<file path="src/rtl/pico_uart_pkg.sv">
// Shared register offsets, STATUS/CTRL bit positions and TX FSM states for pico_uart_tx.
package pico_uart_pkg;

    localparam logic [1:0] OFS_TXDATA  = 2'd0;
    localparam logic [1:0] OFS_STATUS  = 2'd1;
    localparam logic [1:0] OFS_BAUDDIV = 2'd2;
    localparam logic [1:0] OFS_CTRL    = 2'd3;

    localparam int ST_BUSY  = 0;
    localparam int ST_FULL  = 1;
    localparam int ST_EMPTY = 2;
    localparam int ST_OVF   = 3;

    localparam int CTRL_EN     = 0;
    localparam int CTRL_PEN    = 1;
    localparam int CTRL_OVFCLR = 7;

    typedef enum logic [2:0] {
        S_IDLE,
        S_START,
        S_DATA,
        S_PARITY,
        S_STOP
    } tx_state_e;

endpackage

</file>
<file path="src/rtl/pico_sync_fifo.sv">
// Synchronous FIFO with wrap-bit pointers; pushes when full and pops when empty are ignored.
module pico_sync_fifo #(
    parameter int WIDTH = 8,
    parameter int DEPTH = 4
) (
    input  logic             clk,
    input  logic             rst_n,
    input  logic             push,
    input  logic             pop,
    input  logic [WIDTH-1:0] din,
    output logic [WIDTH-1:0] dout,
    output logic             full,
    output logic             empty
);

    localparam int AW = $clog2(DEPTH);

    logic [AW:0]      wptr_q, rptr_q;
    logic [WIDTH-1:0] mem_q [DEPTH];
    logic             do_push, do_pop;

    assign do_push = push & ~full;
    assign do_pop  = pop & ~empty;

    assign empty = (wptr_q == rptr_q);
    assign full  = (wptr_q[AW] != rptr_q[AW]) && (wptr_q[AW-1:0] == rptr_q[AW-1:0]);
    assign dout  = mem_q[rptr_q[AW-1:0]];

    always_ff @(posedge clk) begin
        if (!rst_n) begin
            wptr_q <= '0;
            rptr_q <= '0;
        end else begin
            if (do_push) wptr_q <= wptr_q + 1'b1;
            if (do_pop)  rptr_q <= rptr_q + 1'b1;
        end
    end

    always_ff @(posedge clk) begin
        if (do_push) mem_q[wptr_q[AW-1:0]] <= din;
    end

endmodule

</file>
<file path="src/rtl/pico_uart_tx.sv">
// Memory-mapped 8N1 UART transmitter with a small TX FIFO.
// Optional even-parity bit (CTRL bit1) when PICO_UART_TX_PARITY_EN is defined.
module pico_uart_tx
    import pico_uart_pkg::*;
#(
    parameter int         DEPTH   = 4,
    parameter logic [7:0] DIV_RST = 8'd15
) (
    input  logic       CLK,
    input  logic       RES,
    input  logic       SEL,
    input  logic [5:0] ADDR,
    input  logic       RE,
    input  logic       WE,
    input  logic [7:0] WDATA,
    output logic [7:0] RDATA,
    output logic       TXD,
    output logic       IRQ
);

    tx_state_e  state_q, state_d;
    logic [7:0] baud_q;
    logic       en_q;
    logic       ovf_q;
    logic [7:0] cnt_q, cnt_d;
    logic [2:0] bit_q, bit_d;
    logic [7:0] shift_q, shift_d;
    logic       txd_q, txd_d;
    logic       pop;
    logic       pen_rd;

    logic       wr, wr_tx;
    logic       fifo_full, fifo_empty;
    logic [7:0] fifo_dout;
    logic       last;
    logic       unused_addr;

    assign unused_addr = ^ADDR[5:2];
    assign wr    = SEL & WE;
    assign wr_tx = wr && (ADDR[1:0] == OFS_TXDATA);
    assign last  = (cnt_q == 8'd0);

    pico_sync_fifo #(.WIDTH(8), .DEPTH(DEPTH)) u_fifo (
        .clk   (CLK),
        .rst_n (RES),
        .push  (wr_tx),
        .pop   (pop),
        .din   (WDATA),
        .dout  (fifo_dout),
        .full  (fifo_full),
        .empty (fifo_empty)
    );

`ifdef PICO_UART_TX_PARITY_EN
    logic pen_q;
    assign pen_rd = pen_q;

    always_ff @(posedge CLK) begin
        if (!RES)                                  pen_q <= 1'b0;
        else if (wr && ADDR[1:0] == OFS_CTRL)      pen_q <= WDATA[CTRL_PEN];
    end
`else
    assign pen_rd = 1'b0;
`endif

    always_ff @(posedge CLK) begin
        if (!RES) begin
            baud_q <= DIV_RST;
            en_q   <= 1'b0;
            ovf_q  <= 1'b0;
        end else begin
            if (wr && ADDR[1:0] == OFS_BAUDDIV) baud_q <= WDATA;
            if (wr && ADDR[1:0] == OFS_CTRL) begin
                en_q <= WDATA[CTRL_EN];
                if (WDATA[CTRL_OVFCLR]) ovf_q <= 1'b0;
            end
            // FULL is the pre-pop value, so a same-edge pop never rescues the write
            if (wr_tx && fifo_full) ovf_q <= 1'b1;
        end
    end

    always_ff @(posedge CLK) begin
        if (!RES) begin
            state_q <= S_IDLE;
            cnt_q   <= 8'd0;
            bit_q   <= 3'd0;
            shift_q <= 8'd0;
            txd_q   <= 1'b1;
        end else begin
            state_q <= state_d;
            cnt_q   <= cnt_d;
            bit_q   <= bit_d;
            shift_q <= shift_d;
            txd_q   <= txd_d;
        end
    end

    always_comb begin
        state_d = state_q;
        cnt_d   = cnt_q;
        bit_d   = bit_q;
        shift_d = shift_q;
        txd_d   = txd_q;
        pop     = 1'b0;
        unique case (state_q)
            S_IDLE: begin
                txd_d = 1'b1;
                if (en_q && !fifo_empty) begin
                    pop     = 1'b1;
                    shift_d = fifo_dout;
                    cnt_d   = baud_q;
                    txd_d   = 1'b0;
                    state_d = S_START;
                end
            end
            S_START: begin
                if (last) begin
                    state_d = S_DATA;
                    txd_d   = shift_q[0];
                    bit_d   = 3'd0;
                    cnt_d   = baud_q;
                end else begin
                    cnt_d = cnt_q - 8'd1;
                end
            end
            S_DATA: begin
                if (last) begin
                    cnt_d = baud_q;
                    if (bit_q == 3'd7) begin
                        state_d = S_STOP;
                        txd_d   = 1'b1;
`ifdef PICO_UART_TX_PARITY_EN
                        if (pen_q) begin
                            state_d = S_PARITY;
                            txd_d   = ^shift_q;
                        end
`endif
                    end else begin
                        bit_d = bit_q + 3'd1;
                        txd_d = shift_q[bit_q + 3'd1];
                    end
                end else begin
                    cnt_d = cnt_q - 8'd1;
                end
            end
            S_PARITY: begin
                if (last) begin
                    state_d = S_STOP;
                    txd_d   = 1'b1;
                    cnt_d   = baud_q;
                end else begin
                    cnt_d = cnt_q - 8'd1;
                end
            end
            S_STOP: begin
                if (last) state_d = S_IDLE;
                else      cnt_d   = cnt_q - 8'd1;
            end
            default: state_d = S_IDLE;
        endcase
    end

    // Zero when not read-selected so the bus can OR this with other responders
    always_comb begin
        RDATA = 8'h00;
        if (SEL && RE) begin
            unique case (ADDR[1:0])
                OFS_TXDATA:  RDATA = 8'h00;
                OFS_STATUS:  RDATA = {4'b0, ovf_q, fifo_empty, fifo_full, (state_q != S_IDLE)};
                OFS_BAUDDIV: RDATA = baud_q;
                OFS_CTRL:    RDATA = {6'b0, pen_rd, en_q};
                default:     RDATA = 8'h00;
            endcase
        end
    end

    assign TXD = txd_q;
    assign IRQ = (fifo_empty && state_q == S_IDLE) || ovf_q;

endmodule
</file>
<file path="config.mk">
export PLATFORM = sky130hd
export DESIGN_NAME = pico_uart_tx
export DESIGN_NICKNAME = d
export VERILOG_FILES = /design/src/rtl/pico_uart_pkg.sv /design/src/rtl/pico_sync_fifo.sv /design/src/rtl/pico_uart_tx.sv
export SDC_FILE = /design/constraint.sdc
export NUM_CORES = 1
export LEC_CHECK = 0
export BUFFER_PORTS_ARGS = -buffer_cell sky130_fd_sc_hd__buf_2
export CORE_AREA = 2 2 118 92
export DETAILED_ROUTE_END_ITERATION = 7
export DIE_AREA = 0 0 120 94
export SLEW_MARGIN = 25
export SYNTH_ARGS = -nofsm -noshare
export SYNTH_HDL_FRONTEND = slang
export SYNTH_SLANG_ARGS = --single-unit
export TNS_END_PERCENT = 50
</file>
<file path="constraint.sdc">
create_clock -name CLK -period 2.5 [get_ports CLK]
set_input_delay 0.375 -clock CLK [delete_from_list [all_inputs] [get_ports CLK]]
set_output_delay 0.375 -clock CLK [all_outputs]
set_load 0.02 [all_outputs]
</file>
==> flow_metrics.env <==
export IMPL_setup_tns_final_ps=0
export IMPL_numPortBuffers=24
export IMPL_globalRouteTotalUtil=0.146
export IMPL_synth_top_cells_by_count="39 x dfxtp_1, 36 x nor2_1, 32 x edfxtp_1"
export IMPL_postSynthRegisterBits=71
export IMPL_drc_errors=0
export IMPL_synth_edff_count=32
export IMPL_ir_worst_vdd_v=0.000520
export IMPL_slowest_delay_ps=540
export IMPL_clk_latency_ps=330
export IMPL_yosysMostFrequentCell="dfxtp_1"
export IMPL_grt_overflow=0
export IMPL_finClkSkew_ps=5.96
export IMPL_drv_cap=0
export IMPL_worst_path_most_repeated_cell="nor2_1"
export IMPL_grt_max_degree=19
export IMPL_dieHeight_um=94
export IMPL_worstPathMaxFanout=14
export IMPL_min_delay_start="WDATA[5]"
export IMPL_synthDominantCellAreaShare=0.278
export IMPL_ctsResizeCount=0
export IMPL_clk_pin_slew_ps=60
export IMPL_ys_warnings_count=0
export IMPL_period_minus_slack_ps=2240
export IMPL_hold_path_depth=1
export IMPL_leakage_uw=0.00151
export IMPL_grt_pass1_vias=2353
export IMPL_ys_async_sr_fraction=0
export IMPL_period_share=0.898
export IMPL_area_growth_pct=16.3
export IMPL_fin_nets=373
export IMPL_place_congestion=0.846
export IMPL_synth_cells=318
export IMPL_grt_pass1_wl_um=12500
export IMPL_synthTopCellsByArea="edfxtp_1 28%, dfxtp_1 23%, mux4_2 6.5%, mux2i_1 4.3%, nor2_1 3.9%"
export IMPL_crit_chain="or3_1 > nor2_1 > a21oi_1 > a22oi_1 > nor2_1 > buf_2"
export IMPL_hold_viol=0
export IMPL_finalPower_uw=2590
export IMPL_setup_ws_ps=256
export IMPL_rr_worst_depth=7
export IMPL_cts_setup_buffers=0
export IMPL_required_ps=2120
export IMPL_cts_buffers_inserted=9
export IMPL_hold_class="input port to register"
export IMPL_cts_tree="done"
export IMPL_antenna_cells=0
export IMPL_avgSynthCellArea_um2=10.9
export IMPL_outcome="completed"
export IMPL_wl_per_cell_um=15.3
export IMPL_synth_cell_area_mm2=0.00345
export IMPL_crit_type="register to output port"
export IMPL_cts_buffer_depth=2
export IMPL_worstPathArrival_ps=1870
export IMPL_tightest_slew_ps=813
export IMPL_setup_viol=0
export IMPL_worst_r2r_setup_slack_ps=370
export IMPL_cts_hold_buf=0
export IMPL_clock_sinks=71
export IMPL_place_ws_ps=402
export IMPL_hpwlAfterDp_um=5290
export IMPL_drive_gt1_frac=0.189
export IMPL_p_per_area_mw_per_mm2=644
export IMPL_hold_path_end="u_fifo.mem_q[1][5]"
export IMPL_drtIter0Drc=147
export IMPL_maxSlewViolCount=0
export IMPL_relSlewSlack=0.453
export IMPL_die_area_mm2=0.0113
export IMPL_antenna_found_initial=0
export IMPL_ys_seq_area_frac=0.504
export IMPL_crit_slowest_cell="or3_1"
export IMPL_max_freq_mhz=446
export IMPL_initial_core_util=0.344
export IMPL_dr_pass1_iters=5
export IMPL_ant_nets=0
export IMPL_dieWidth_um=120
export IMPL_rsz0062_at_grt="no"
export IMPL_crit_path_start_kind="register"
export IMPL_cp_end_kind="output port"
export IMPL_htreeDepth=3
export IMPL_timing_rr_end="cnt_q[5]"
export IMPL_rows=32
export IMPL_vias=2511
export IMPL_synthDistinctLibCells=51
export IMPL_wl_um=7440
export IMPL_rr_startpoint="cnt_q[0]"
export IMPL_synth_top_area_cell="edfxtp_1"
export IMPL_io_pins=29
export IMPL_fp_coreArea_mm2=0.0100
export IMPL_cts_root_buf="clkbuf_16"
export IMPL_synth_nets=346
export IMPL_vias_per_cell=5.17
export IMPL_ys_flop_type="dfxtp_1"
[power breakdown]
group / switching, uW / total, uW / internal, uW
registers: 7.52 / 1230 / 1220
clock network: 484 / 1260 / 777
logic: 63.2 / 96.2 / 32.9
total: 555 / 2590 / 2030
[worst max-delay path, delay by kind of cell (launching register included)]
family,cells,cell delay (ps)
buffers and inverters,1,160
flip-flops,1,430
AND/OR/NAND/NOR,3,740
AO/OA/AOI/OAI,2,190
[cells by family after synthesis]
logic type / share of synthesized area
AND/OR/NAND/NOR: 0.164
flip-flops: 0.504
AO/OA/AOI/OAI: 0.135
buffers and inverters: 0.0348
multiplexers: 0.109
adder cells (fa/ha/maj): 0.0326
XOR/XNOR: 0.0203
[sequential cells by signal (all words and copies together) (netlist names)]
signal / flops
baud_q: 8
u_fifo.mem_q: 32
TXD: 1
u_fifo.rptr_q: 3
cnt_q: 8
state_q: 3
ovf_q: 1
bit_q: 3
u_fifo.wptr_q: 3
shift_q: 8
en_q: 1
[worst max path at each step]
stage	startpoint	endpoint	cells past startpoint
after floorplan	cnt_q[0]	cnt_q[7]	8
after global placement	cnt_q[0]	cnt_q[5]	7
after detailed placement	cnt_q[0]	cnt_q[5]	7
after CTS	state_q[0]	RDATA[0]	6
after global routing	cnt_q[0]	bit_q[1]	7
final	state_q[0]	RDATA[0]	6
[cells in the final DEF, fill, tap and decap left out, drive strengths merged, types with 3 or more instances in the layout]
| master | count |
|---|---|
| clkbuf | 10 |
| o21ai | 8 |
| nor3 | 5 |
| buf | 31 |
| and2 | 7 |
| and3 | 5 |
| nor2 | 36 |
| nand3 | 14 |
| xnor2 | 6 |
| o31ai | 4 |
| inv | 12 |
| o211ai | 6 |
| clkinv | 3 |
| edfxtp | 32 |
| mux2i | 15 |
| nand2 | 27 |
| a21oi | 24 |
| ha | 9 |
| mux4 | 10 |
| a31oi | 3 |
| a22oi | 5 |
| dfxtp | 39 |
[metrics by stage]
stage | util | std cells | instance area [um2] | hold slack (ps)
floorplan | - | 318 | 3450 | 445
global placement | 0.370 | 470 | 3720 | 473
detailed placement | 0.370 | 470 | 3720 | 490
CTS | 0.400 | 486 | 4020 | 289
global route | 0.400 | 486 | 4020 | 293
finish | 0.400 | 486 | 4020 | 296
[routing by layer]
layer	track usage	vias up	routed length [um]
li1	-	1234	-
met1	0.206	1204	3690
met2	0.210	61	3260
met3	0.0449	12	375
met4	0.0500	0	118
met5	0	-	0
[area by class of cell]
type                    instances  area [um2]
fillers                       957        6030
flip-flops and latches         71        1740
multi-input cells             221        1590
clock buffers                  10         229
repair buffers                 31         173
well taps                     136         170
clock inverters                 6        68.8
inverters                      11        41.3
(Power assumes the default switching activity.)
